[config.mk]
export PLATFORM = sky130hd
export DESIGN_NAME = scaler_coe_rom_flat
export DESIGN_NICKNAME = d
export VERILOG_FILES = /design/src/rtl/scaler_coe_pkg.sv /design/src/rtl/scaler_coe_rom_if.sv /design/src/rtl/scaler_coe_rom.sv /design/src/flat_wrapper.sv
export SDC_FILE = /design/constraint.sdc
export NUM_CORES = 1
export LEC_CHECK = 0
export CAP_MARGIN = 20
export CORE_ASPECT_RATIO = 0.75
export CORE_MARGIN = 2
export CORE_UTILIZATION = 41
export CTS_CLUSTER_DIAMETER = 30
export DETAILED_ROUTE_END_ITERATION = 10
export GPL_ROUTABILITY_DRIVEN = 1
export PLACE_DENSITY = 0.75
export SLEW_MARGIN = 20
export SYNTH_ARGS = -nofsm -noshare
export SYNTH_HDL_FRONTEND = slang
export SYNTH_SLANG_ARGS = --single-unit
[constraint.sdc]
create_clock -name clk -period 1.7 [get_ports clk]
set_input_delay 0.255 -clock clk [delete_from_list [all_inputs] [get_ports clk]]
set_output_delay 0.255 -clock clk [all_outputs]
set_load 0.05 [all_outputs]
[src/rtl/scaler_coe_pkg.sv]
// Shared constants for the horizontal bicubic scaler coefficient ROM.
// Holds the phase count, the phase index width, the 32x4 tap tables for both kernels at
// 10-bit coefficient width, and an elaboration-time helper that regenerates a table row
// for any other coefficient width using integer arithmetic only.
// Row layout: c0 far-lead neg magnitude, c1 near-lead, c2 near-lag, c3 far-lag neg magnitude.
package scaler_coe_pkg;

  localparam int unsigned SCALER_PHASES   = 32;
  localparam int unsigned SCALER_PHASE_W  = 5;
  localparam int unsigned COE_TABLE_WIDTH = 10;

  typedef struct packed {
    logic [COE_TABLE_WIDTH-1:0] c0;
    logic [COE_TABLE_WIDTH-1:0] c1;
    logic [COE_TABLE_WIDTH-1:0] c2;
    logic [COE_TABLE_WIDTH-1:0] c3;
  } coe_row_t;

  // Rows 17..31 are stored as exact mirrors of rows 15..1. Independent rounding of c1 would
  // otherwise break left/right symmetry at a few phases (e.g. 3/29 and 5/27) because c2
  // absorbs the rounding error of the other three taps.
  // Catmull-Rom, a = -0.5
  localparam coe_row_t COE_TABLE_CR [SCALER_PHASES] = '{
    '{10'd0,  10'd0,   10'd512, 10'd0},
    '{10'd0,  10'd9,   10'd511, 10'd8},
    '{10'd1,  10'd20,  10'd507, 10'd14},
    '{10'd2,  10'd32,  10'd502, 10'd20},
    '{10'd4,  10'd47,  10'd494, 10'd25},
    '{10'd5,  10'd62,  10'd483, 10'd28},
    '{10'd7,  10'd79,  10'd472, 10'd32},
    '{10'd10, 10'd97,  10'd459, 10'd34},
    '{10'd12, 10'd116, 10'd444, 10'd36},
    '{10'd15, 10'd136, 10'd428, 10'd37},
    '{10'd17, 10'd157, 10'd410, 10'd38},
    '{10'd20, 10'd178, 10'd392, 10'd38},
    '{10'd23, 10'd200, 10'd373, 10'd38},
    '{10'd25, 10'd222, 10'd352, 10'd37},
    '{10'd28, 10'd244, 10'd331, 10'd35},
    '{10'd30, 10'd266, 10'd310, 10'd34},
    '{10'd32, 10'd288, 10'd288, 10'd32},
    '{10'd34, 10'd310, 10'd266, 10'd30},
    '{10'd35, 10'd331, 10'd244, 10'd28},
    '{10'd37, 10'd352, 10'd222, 10'd25},
    '{10'd38, 10'd373, 10'd200, 10'd23},
    '{10'd38, 10'd392, 10'd178, 10'd20},
    '{10'd38, 10'd410, 10'd157, 10'd17},
    '{10'd37, 10'd428, 10'd136, 10'd15},
    '{10'd36, 10'd444, 10'd116, 10'd12},
    '{10'd34, 10'd459, 10'd97,  10'd10},
    '{10'd32, 10'd472, 10'd79,  10'd7},
    '{10'd28, 10'd483, 10'd62,  10'd5},
    '{10'd25, 10'd494, 10'd47,  10'd4},
    '{10'd20, 10'd502, 10'd32,  10'd2},
    '{10'd14, 10'd507, 10'd20,  10'd1},
    '{10'd8,  10'd511, 10'd9,   10'd0}
  };

  // Sharpened cubic, a = -0.75
  localparam coe_row_t COE_TABLE_SHARP [SCALER_PHASES] = '{
    '{10'd0,  10'd0,   10'd512, 10'd0},
    '{10'd0,  10'd13,  10'd510, 10'd11},
    '{10'd1,  10'd27,  10'd507, 10'd21},
    '{10'd3,  10'd42,  10'd503, 10'd30},
    '{10'd5,  10'd59,  10'd495, 10'd37},
    '{10'd8,  10'd76,  10'd487, 10'd43},
    '{10'd11, 10'd95,  10'd476, 10'd48},
    '{10'd14, 10'd114, 10'd463, 10'd51},
    '{10'd18, 10'd134, 10'd450, 10'd54},
    '{10'd22, 10'd155, 10'd435, 10'd56},
    '{10'd26, 10'd175, 10'd420, 10'd57},
    '{10'd30, 10'd197, 10'd402, 10'd57},
    '{10'd34, 10'd218, 10'd384, 10'd56},
    '{10'd38, 10'd240, 10'd365, 10'd55},
    '{10'd41, 10'd261, 10'd345, 10'd53},
    '{10'd45, 10'd283, 10'd325, 10'd51},
    '{10'd48, 10'd304, 10'd304, 10'd48},
    '{10'd51, 10'd325, 10'd283, 10'd45},
    '{10'd53, 10'd345, 10'd261, 10'd41},
    '{10'd55, 10'd365, 10'd240, 10'd38},
    '{10'd56, 10'd384, 10'd218, 10'd34},
    '{10'd57, 10'd402, 10'd197, 10'd30},
    '{10'd57, 10'd420, 10'd175, 10'd26},
    '{10'd56, 10'd435, 10'd155, 10'd22},
    '{10'd54, 10'd450, 10'd134, 10'd18},
    '{10'd51, 10'd463, 10'd114, 10'd14},
    '{10'd48, 10'd476, 10'd95,  10'd11},
    '{10'd43, 10'd487, 10'd76,  10'd8},
    '{10'd37, 10'd495, 10'd59,  10'd5},
    '{10'd30, 10'd503, 10'd42,  10'd3},
    '{10'd21, 10'd507, 10'd27,  10'd1},
    '{10'd11, 10'd510, 10'd13,  10'd0}
  };

  // Elaboration-time row generator. Returns {c0, c1, c2, c3} in 16-bit fields.
  // With j = phase in 1/32 steps, each tap is an integer polynomial over a power-of-two
  // denominator, so round-half-up is (2*U*num + den) / (2*den) with no real arithmetic.
  function automatic logic [63:0] coe_row(input int unsigned width, input bit sharp,
                                          input int unsigned k);
    logic [4:0] idx;
    coe_row_t   r;
    longint     j, u, den, n0, n1, n3, c0, c1, c2, c3;
    bit         mirror;
    idx = k[4:0];
    if (width == COE_TABLE_WIDTH) begin
      r = sharp ? COE_TABLE_SHARP[idx] : COE_TABLE_CR[idx];
      return {6'd0, r.c0, 6'd0, r.c1, 6'd0, r.c2, 6'd0, r.c3};
    end
    j      = longint'(idx);
    mirror = (j > 16);
    if (mirror) j = 32 - j;
    u = 64'd1 << (width - 1);
    if (sharp) begin
      den = 131072;
      n0  = 3 * j * j * (32 - j);
      n3  = 3 * j * (32 - j) * (32 - j);
      n1  = 3072 * j + 192 * j * j - 5 * j * j * j;
    end else begin
      den = 65536;
      n0  = j * j * (32 - j);
      n3  = j * (32 - j) * (32 - j);
      n1  = 1024 * j + 128 * j * j - 3 * j * j * j;
    end
    c0 = (2 * u * n0 + den) / (2 * den);
    c1 = (2 * u * n1 + den) / (2 * den);
    c3 = (2 * u * n3 + den) / (2 * den);
    // c2 absorbs all rounding so that c1 + c2 - c0 - c3 == U exactly
    c2 = u - c1 + c0 + c3;
    if (mirror) return {c3[15:0], c2[15:0], c1[15:0], c0[15:0]};
    return {c0[15:0], c1[15:0], c2[15:0], c3[15:0]};
  endfunction

endpackage

[src/rtl/scaler_coe_rom_if.sv]
// Phase-address / coefficient bus of the scaler coefficient ROM.
//   addr     phase index (t = addr/32), driven by the scaler
//   rom0_do  far-lead negative tap magnitude
//   rom1_do  near-lead positive tap
//   rom2_do  near-lag positive tap
//   rom3_do  far-lag negative tap magnitude
// master: scaler datapath side. slave: ROM side.
interface scaler_coe_rom_if
  import scaler_coe_pkg::*;
#(
  parameter int unsigned COE_WIDTH = 10
);
  logic [SCALER_PHASE_W-1:0] addr;
  logic [COE_WIDTH-1:0]      rom0_do;
  logic [COE_WIDTH-1:0]      rom1_do;
  logic [COE_WIDTH-1:0]      rom2_do;
  logic [COE_WIDTH-1:0]      rom3_do;

  modport master (output addr, input rom0_do, rom1_do, rom2_do, rom3_do);
  modport slave  (input addr, output rom0_do, rom1_do, rom2_do, rom3_do);
endinterface

[src/rtl/scaler_coe_rom.sv]
// Synchronous bicubic coefficient ROM: one constant lookup followed by an output register.
// Latency is one clock; outputs update every cycle.
// Ports:
//   clk  rising-edge clock
//   rst  synchronous active-high reset, clears all four outputs
//   bus  scaler_coe_rom_if.slave (addr in, rom0_do..rom3_do out)
// Parameter COE_WIDTH (10..16): coefficient width, unity gain 2^(COE_WIDTH-1).
// Build option: define SCALER_COE_ROM_SHARP_EN to use the a = -0.75 kernel instead of
// Catmull-Rom (a = -0.5). Ports and latency are the same in both builds.
module scaler_coe_rom
  import scaler_coe_pkg::*;
#(
  parameter int unsigned COE_WIDTH = 10
) (
  input  logic              clk,
  input  logic              rst,
  scaler_coe_rom_if.slave   bus
);

`ifdef SCALER_COE_ROM_SHARP_EN
  localparam bit SharpEn = 1'b1;
`else
  localparam bit SharpEn = 1'b0;
`endif

  typedef struct packed {
    logic [COE_WIDTH-1:0] c0;
    logic [COE_WIDTH-1:0] c1;
    logic [COE_WIDTH-1:0] c2;
    logic [COE_WIDTH-1:0] c3;
  } row_t;

  row_t rom_tbl [SCALER_PHASES];
  row_t row_d;
  row_t row_q;

  // Table rows are elaboration-time constants; this reduces to a constant mux.
  for (genvar k = 0; k < SCALER_PHASES; k++) begin : g_tbl
    localparam logic [63:0] RowBits = coe_row(COE_WIDTH, SharpEn, k);
    assign rom_tbl[k] = '{
      c0: RowBits[48 +: COE_WIDTH],
      c1: RowBits[32 +: COE_WIDTH],
      c2: RowBits[16 +: COE_WIDTH],
      c3: RowBits[0  +: COE_WIDTH]
    };
  end

  always_comb begin
    row_d = rom_tbl[bus.addr];
  end

  always_ff @(posedge clk) begin
    if (rst) begin
      row_q <= '0;
    end else begin
      row_q <= row_d;
    end
  end

  assign bus.rom0_do = row_q.c0;
  assign bus.rom1_do = row_q.c1;
  assign bus.rom2_do = row_q.c2;
  assign bus.rom3_do = row_q.c3;

endmodule

[src/flat_wrapper.sv]
// flat-port wrapper written by rule: the top's interface ports become plain ports
module scaler_coe_rom_flat import scaler_coe_pkg::*;
#(
  parameter int unsigned COE_WIDTH = 10
)
  (clk, rst, bus_addr, bus_rom0_do, bus_rom1_do, bus_rom2_do, bus_rom3_do);
  scaler_coe_rom_if #(.COE_WIDTH(COE_WIDTH)) bus_i ();
  input  logic clk;
  input  logic rst;
  input wire logic [$bits(bus_i.addr)-1:0] bus_addr;
  output wire logic [$bits(bus_i.rom0_do)-1:0] bus_rom0_do;
  output wire logic [$bits(bus_i.rom1_do)-1:0] bus_rom1_do;
  output wire logic [$bits(bus_i.rom2_do)-1:0] bus_rom2_do;
  output wire logic [$bits(bus_i.rom3_do)-1:0] bus_rom3_do;
  assign bus_i.addr = bus_addr;
  assign bus_rom0_do = bus_i.rom0_do;
  assign bus_rom1_do = bus_i.rom1_do;
  assign bus_rom2_do = bus_i.rom2_do;
  assign bus_rom3_do = bus_i.rom3_do;
  scaler_coe_rom #(.COE_WIDTH(COE_WIDTH)) u_core (.clk(clk), .rst(rst), .bus(bus_i));
endmodule
# Word level (Yosys, flattened, before mapping)
# Memories as Yosys holds them, arrays and structs flattened. A register that Yosys moved wholly into a read port is not among the register bits.
# Cells that the tools add are included.
[op_classes]
bitwise = 1
n_addsub = 0
shifts = 0
magnitude_cmp = 0
n_reduce_logical = 0
n_div = 0
n_mul = 0
muxes = 0
eq_ne = 0
[op_table]
columns = ["op", "n"]
rows = [
  ["inverter 5 -> 6 bit", 1],
]
[word_totals]
wordCells = 2
mem_bits_rw = 0
rom_bits = 1280
regBits = 0
latchBits = 0
out_inout_bits = 40
n_memories = 1
[mem_list]
columns = ["memory", "words", "width", "rd", "rd_clocked_by_memory_dff", "write_ports", "line", "source"]
rows = [
  ["(name not given)", 32, 40, 1, 1, 0, "scaler_coe_rom.sv:49", "row_d = rom_tbl[bus.addr];"],
]

# Longest topological paths before layout
# Gate-level depths: netlist of run 1.
[logic_depth]
ltp_word = 1
mapped_depth = 8
depth_no_buf = 6

# Worst setup path after synthesis of run 1
# Ideal clock, no wire load.
[synth_path]
kind = "in2reg"
from = "in bus_addr[1]"
to = "reg u_core.bus.rom2_do[0] (netlist name)"
path_stages = 6
setup_ps = 91
t_required_ps = 1609
slack_ps = 85
arrival_time_ps = 1524
cell_sequence = "buf_2 > inv_1 > ha_1 > clkbuf_1 > a221oi_1 > a311oi_1"
[synth_via]
elab_chain_cells = 1
[synth_lines]
columns = ["item", "line", "source"]
rows = [
  ["start, declared", "flat_wrapper.sv:10", "input wire logic [$bits(bus_i.addr)-1:0] bus_addr;"],
  ["inverter 5 -> 6 bit (implied by the code)", "scaler_coe_rom.sv:49", ""],
]
# Every way passes these cells.

# Final worst setup path of run 1
[layout_path]
from = "in bus_addr[3]"
to = "reg u_core.bus.rom0_do[3] (netlist name)"
[layout_via]
elab_chain_cells = 1
[layout_lines]
columns = ["item", "line"]
rows = [
  ["inverter 5 -> 6 bit (implied by the code)", "scaler_coe_rom.sv:49"],
]
# Every way passes these cells.

==> results of run 1 <==
## where the power goes
part / switching, W / internal (W) / leakage [nW] / total [W]
Combinational: 0.000582 / 0.000336 / 1.06 / 0.000918
Clock: 0.000290 / 0.000474 / 0.0612 / 0.000764
Sequential: 0.0000159 / 0.000783 / 0.257 / 0.000799
## layout by cell type (no fill, tap or decap), types with 3 or more instances in the layout
master,instances
o221ai_1,3
nand2_1,30
clkbuf_8,6
a211oi_1,9
nand2b_1,15
or2_2,3
o211ai_1,3
ha_1,3
buf_4,93
a31oi_1,8
a221oi_1,3
a21oi_1,31
clkdlybuf4s50_1,3
a211o_1,4
inv_2,4
nor2_1,32
o22ai_1,8
a221o_1,3
o21ai_1,3
nand3_1,3
o21ai_0,18
dfxtp_1,31
nor2b_1,5
conb_1,9
ha_4,3
## worst paths after layout
path,start,to,slack (ns),cells after the start
hold / removal,bus_addr[2],u_core.bus.rom1_do[7],0.51,4
setup / recovery,bus_addr[3],u_core.bus.rom0_do[3],0.15,7
## cell type report
cell class / instances / area [um^2] / share of cell area [%]
flip-flops and latches: 31 / 621 / 20.1
inverters: 7 / 26.3 / 0.850
repair buffers: 102 / 810 / 26.2
multi-input cells: 232 / 1420 / 46.1
well taps: 75 / 93.8 / 3.04
clock buffers: 6 / 82.6 / 2.67
clock inverters: 2 / 35.0 / 1.13
## flip-flops by register name (all words and copies together), names as in the netlist
register and count:
u_core.bus.rom2_do 10, u_core.bus.rom1_do 9, u_core.bus.rom0_do 6, u_core.bus.rom3_do 6
## what timing repair did
action | 4_1_cts | 5_1_grt
setup endpoints to repair | 7 | 17
hold buffers | 0 | 0
setup buffers | 0 | 1
pin swaps | 0 | 1
resized for setup | 6 | 11
hold endpoints to repair | 0 | 0
## metrics by stage
step / TNS (ns) / setup WS (ns) / cell area, um^2
finish: 0 / 0.147 / 3090
CTS: 0 / 0.000827 / 3050
global placement: -6.92 / -0.348 / 2910
global route: 0 / 0.113 / 3090
detailed placement: -7.20 / -0.344 / 2910
floorplan: 0 / 0.0850 / 2250
## logic make-up (layout without fill, tap and decap cells)
group           count (synthesis)  in the layout  synth area share (%)
compound gates                112            112                  32.8
simple gates                   99             99                  20.8
buf+inv                        47            117                  11.6
flops                          31             31                  27.9
fa+ha+maj                       9              9                  4.95
xor+xnor                        2              2                 0.788
other cells                     1              9                 0.169
mux                             1              1                  1.01
## routing by layer
| layer | GRT usage (%) | routed length (um) |
|---|---|---|
| met5 | 0 | 0 |
| met4 | 8.21 | 127 |
| met3 | 6.85 | 675 |
| met2 | 38.2 | 3110 |
| met1 | 36.2 | 3340 |
## critical path, delay by kind of cell
| family | cells | cell delay, ns |
|---|---|---|
| simple gates | 2 | 0.26 |
| buf+inv | 3 | 0.77 |
| compound gates | 2 | 0.51 |
==> impl_metrics.tcl, run 1 <==
set metrics [dict create \
    synthFlopType "dfxtp_1" \
    rsz0062_at_grt "false" \
    worstPathCellList "clkdlybuf4s50_1, buf_4, buf_4, nand2b_1, o211a_1, o32a_1, nor2_1" \
    core_area_mm2 0.00530 \
    fp.dieW_um 89.0 \
    seq_area_frac_synth_pct 27.9 \
    syn_area_mm2 0.00222 \
    drive_above_1_share_pct 31.8 \
    ant_nets 0 \
    dieHeight_um 67.8 \
    fp-row-count 23 \
    maxCapViolations 0 \
    irDropWorstVdd_uv 358 \
    yosysTopAreaCell "dfxtp_1" \
    cts_sinks 31 \
    antenna_cells 0 \
    track_usage_pct 25.7 \
    synth_top_area_share_pct 27.9 \
    yosysMostFrequentCell "nor2_1" \
    cts_buffer_depth 2 \
    fin_hold_ws_ns 0.506 \
    vias 2552 \
    gp_congestion 0.949 \
    fmax_mhz 644 \
    crit_type "in2reg" \
    synth_common_cells "nor2_1 (33), a21oi_1 (31), dfxtp_1 (31)" \
    status "complete, no violations" \
    globalRouteOverflowTotal 0 \
    stdcell_count 455 \
    hp-class "in2reg" \
    start_util_pct 42.0 \
    finalHoldViolCount 0 \
    period_needed_ns 1.55 \
    syn_area_per_cell_um2 7.36 \
    htreeDepth 2 \
    area_growth_pct 39.1 \
    wirelength_mm 7.25 \
    numPlacedInstances 446 \
    cpMaxStageDelayCell "clkdlybuf4s50_1" \
    cts_tree "yes" \
    finalNetCount 394 \
    ios 47 \
    min_period_over_period_pct 91.4 \
    drt_iter0_markers 326 \
    synth_edf_count 0 \
    portBuffers 37 \
    critPathMaxFanout 10 \
    wire_per_inst_um 15.9 \
    clk_pin_slew_ns 0.07 \
    slowest_delay_ns 0.42 \
    power_w 0.00248 \
    first_global_vias 2244 \
    power_leakage_nw 1.38 \
    netlist_top_cells_area "dfxtp_1 (28%), a21oi_1 (7.0%), nor2_1 (5.6%)" \
    hpwl_mm 5.35 \
    crit_top_cell "buf_4" \
    crit_required_ns 1.94 \
    setup_violations 0 \
    final_core_util_pct 58.4 \
    maxSlewViolCount 0 \
    syn_inst 302 \
    fillCellCount 502 \
    synth_cell_type_count 48 \
    grt_start_max_net_pins 69 \
    ys_seq_elements 31 \
    critical_path_arrival_ns 1.79 \
    antenna_found_initial 0 \
    p_per_area_mw_per_mm2 803 \
    grt_pass1_wl_mm 11.7 \
    end_kind "flip-flop" \
    post_drt_via_cell_ratio 5.61 \
    yosys_warnings 0 \
    die-area_mm2 0.00603 \
    cts_made_buffers 5 \
    async_flop_share_pct 0 \
    drt_pass1_iterations 5 \
    drc 0 \
    startpoint_type "input pin" \
    root_buffer "clkbuf_8" \
]
Power figures use the tool's default switching activity.
==> run 2: changes to the inputs <==
--- a/config.mk
+++ b/config.mk
@@ -12,7 +12,7 @@
 export CTS_CLUSTER_DIAMETER = 30
 export DETAILED_ROUTE_END_ITERATION = 10
 export GPL_ROUTABILITY_DRIVEN = 1
-export PLACE_DENSITY = 0.75
+export PLACE_DENSITY = 0.72
 export SLEW_MARGIN = 20
 export SYNTH_ARGS = -nofsm -noshare
 export SYNTH_HDL_FRONTEND = slang
==> constraint.sdc (replaced) <==
create_clock -name clk -period 1.5 [get_ports clk]
set_input_delay 0.3 -clock clk [delete_from_list [all_inputs] [get_ports clk]]
set_output_delay 0.3 -clock clk [all_outputs]
set_load 0.05 [all_outputs]
==> impl_metrics.tcl, run 2 (synthesis gave the netlist of run 1 again) <==
set metrics [dict create \
    antenna_found_initial 0 \
    drive_above_1_share_pct 33.8 \
    power_leakage_nw 1.49 \
    hpwl_mm 5.89 \
    wirelength_mm 8.05 \
    startpoint_type "input pin" \
    min_period_over_period_pct 97.5 \
    irDropWorstVdd_uv 457 \
    layout_commonest_cell "buf_4" \
    finalNetCount 397 \
    drt_iter0_markers 373 \
    fmax_mhz 684 \
    worstPathCellList "dlygate4sd2_1, buf_4, ha_1, mux4_2, o22ai_2" \
    setup_violations 0 \
    rsz0062_at_grt "false" \
    gp_congestion 0.953 \
    switching_share_pct 37.2 \
    track_usage_pct 27.2 \
    clk_pin_slew_ns 0.07 \
    status "complete, no violations" \
    combPwrFrac_pct 42.9 \
    slowest_delay_ns 0.48 \
    htreeDepth 2 \
    antenna_cells 0 \
    pwr-share-clk_pct 24.2 \
    post_cts_buffers 0 \
    power_w 0.00286 \
    holdPathStages 4 \
    cts_made_buffers 5 \
    maxSlewViolCount 0 \
    root_buffer "clkbuf_8" \
    first_global_vias 2276 \
    intPower_w 0.00179 \
    post_drt_via_cell_ratio 5.74 \
    critical_path_arrival_ns 1.68 \
    cts_buffer_depth 2 \
    area_growth_pct 58.0 \
    wire_per_inst_um 17.6 \
    cts_tree "yes" \
    period_needed_ns 1.46 \
    cts_sinks 31 \
    largest_reg_flops 10 \
    finalHoldViolCount 0 \
    core_area_mm2 0.00530 \
    crit_type "in2reg" \
    start_util_pct 42.0 \
    grt_pass1_wl_mm 12.2 \
    grt_start_max_net_pins 30 \
    end_kind "flip-flop" \
    maxCapViolations 0 \
    cpMaxStageDelayCell "mux4_2" \
    final_cell_mix "buf_4 (63), buf_12 (33), nor2_1 (32), dfxtp_1 (31), nand2_1 (30)" \
    fp-row-count 23 \
    portBuffers 37 \
    power_frac_seq_pct 33.0 \
    min-delay-start "bus_addr[2]" \
    crit_required_ns 1.71 \
    p_per_area_mw_per_mm2 814 \
    switching_power_w 0.00106 \
    dieHeight_um 67.8 \
    critPathMaxFanout 6 \
    drc 0 \
    vias 2624 \
    finalSetupTns_ns 0 \
    hp-class "in2reg" \
    postCtsHoldBufs 0 \
    globalRouteOverflowTotal 0 \
    holdPathEnd "u_core.bus.rom0_do[5]" \
    ios 47 \
    fp.dieW_um 89.0 \
    drt_pass1_iterations 5 \
    die-area_mm2 0.00603 \
    ant_nets 0 \
]
run 2: cell type report:
| class | count | area [um^2] |
|---|---|---|
| tap | 75 | 93.8 |
| clock buffer | 6 | 82.6 |
| inverter | 7 | 28.8 |
| timing repair buffer | 105 | 1230 |
| clock inverter | 1 | 5.00 |
| sequential | 31 | 621 |
| fill | 471 | 1780 |
| multi-input combinational | 232 | 1450 |
run 2: critical path: cells and delay by family:
| kind | cells | cell delay [ns] |
|---|---|---|
| buffers and inverters | 2 | 0.45 |
| muxes | 1 | 0.48 |
| adders and majority gates | 1 | 0.27 |
| AOI/OAI and AO/OA | 1 | 0.17 |
run 2: timing repair:
action,CTS,global route
pin swaps,2,1
endpoints found under the setup margin,28,23
resized for setup,14,10
gates cloned,0,1
run 2: how the worst max path moves through the flow:
stage / from / to / cells after the start
after floorplan: bus_addr[0] / u_core.bus.rom0_do[0] / 8
after global placement: bus_addr[1] / u_core.bus.rom2_do[1] / 7
after detailed placement: bus_addr[1] / u_core.bus.rom3_do[3] / 7
after CTS: bus_addr[1] / u_core.bus.rom1_do[3] / 6
after global routing: bus_addr[0] / u_core.bus.rom2_do[0] / 7
final: bus_addr[0] / u_core.bus.rom1_do[3] / 5
run 2: metal layers:
metal | up-vias | global-route usage (%) | share of wire, %
met1 | 1218 | 39.9 | 45
met2 | 169 | 40.4 | 44
met4 | 0 | 7.09 | 1.1
met3 | 16 | 5.50 | 9.4
li1 | 1221 | - | -
met5 | - | 0 | 0
run 2: power by group through the flow:
stage	combinational (W)	clock (W)	sequential [W]
3_5_place_dp	0.00118	0	0.000962
4_1_cts	0.00119	0.000697	0.000943
6_report	0.00123	0.000691	0.000942
5_1_grt	0.00129	0.000725	0.000946
3_3_place_gp	0.00117	0	0.000959
2_1_floorplan	0.000459	0	0.00115
run 2: stage by stage:
stage / setup slack, ns / cell area, um^2 / util [%] / hold slack, ns / instances
after detailed placement: -0.530 / 3330 / 62.9 / 0.745 / 449
final: 0.0381 / 3510 / 66.3 / 0.456 / 457
after global placement: -0.518 / 3330 / 62.9 / 0.735 / 449
after CTS: 0.00143 / 3450 / 65.2 / 0.451 / 456
after floorplan: 0.00906 / 2280 / - / 0.487 / 310
after global routing: 0.00121 / 3510 / 66.3 / 0.504 / 457
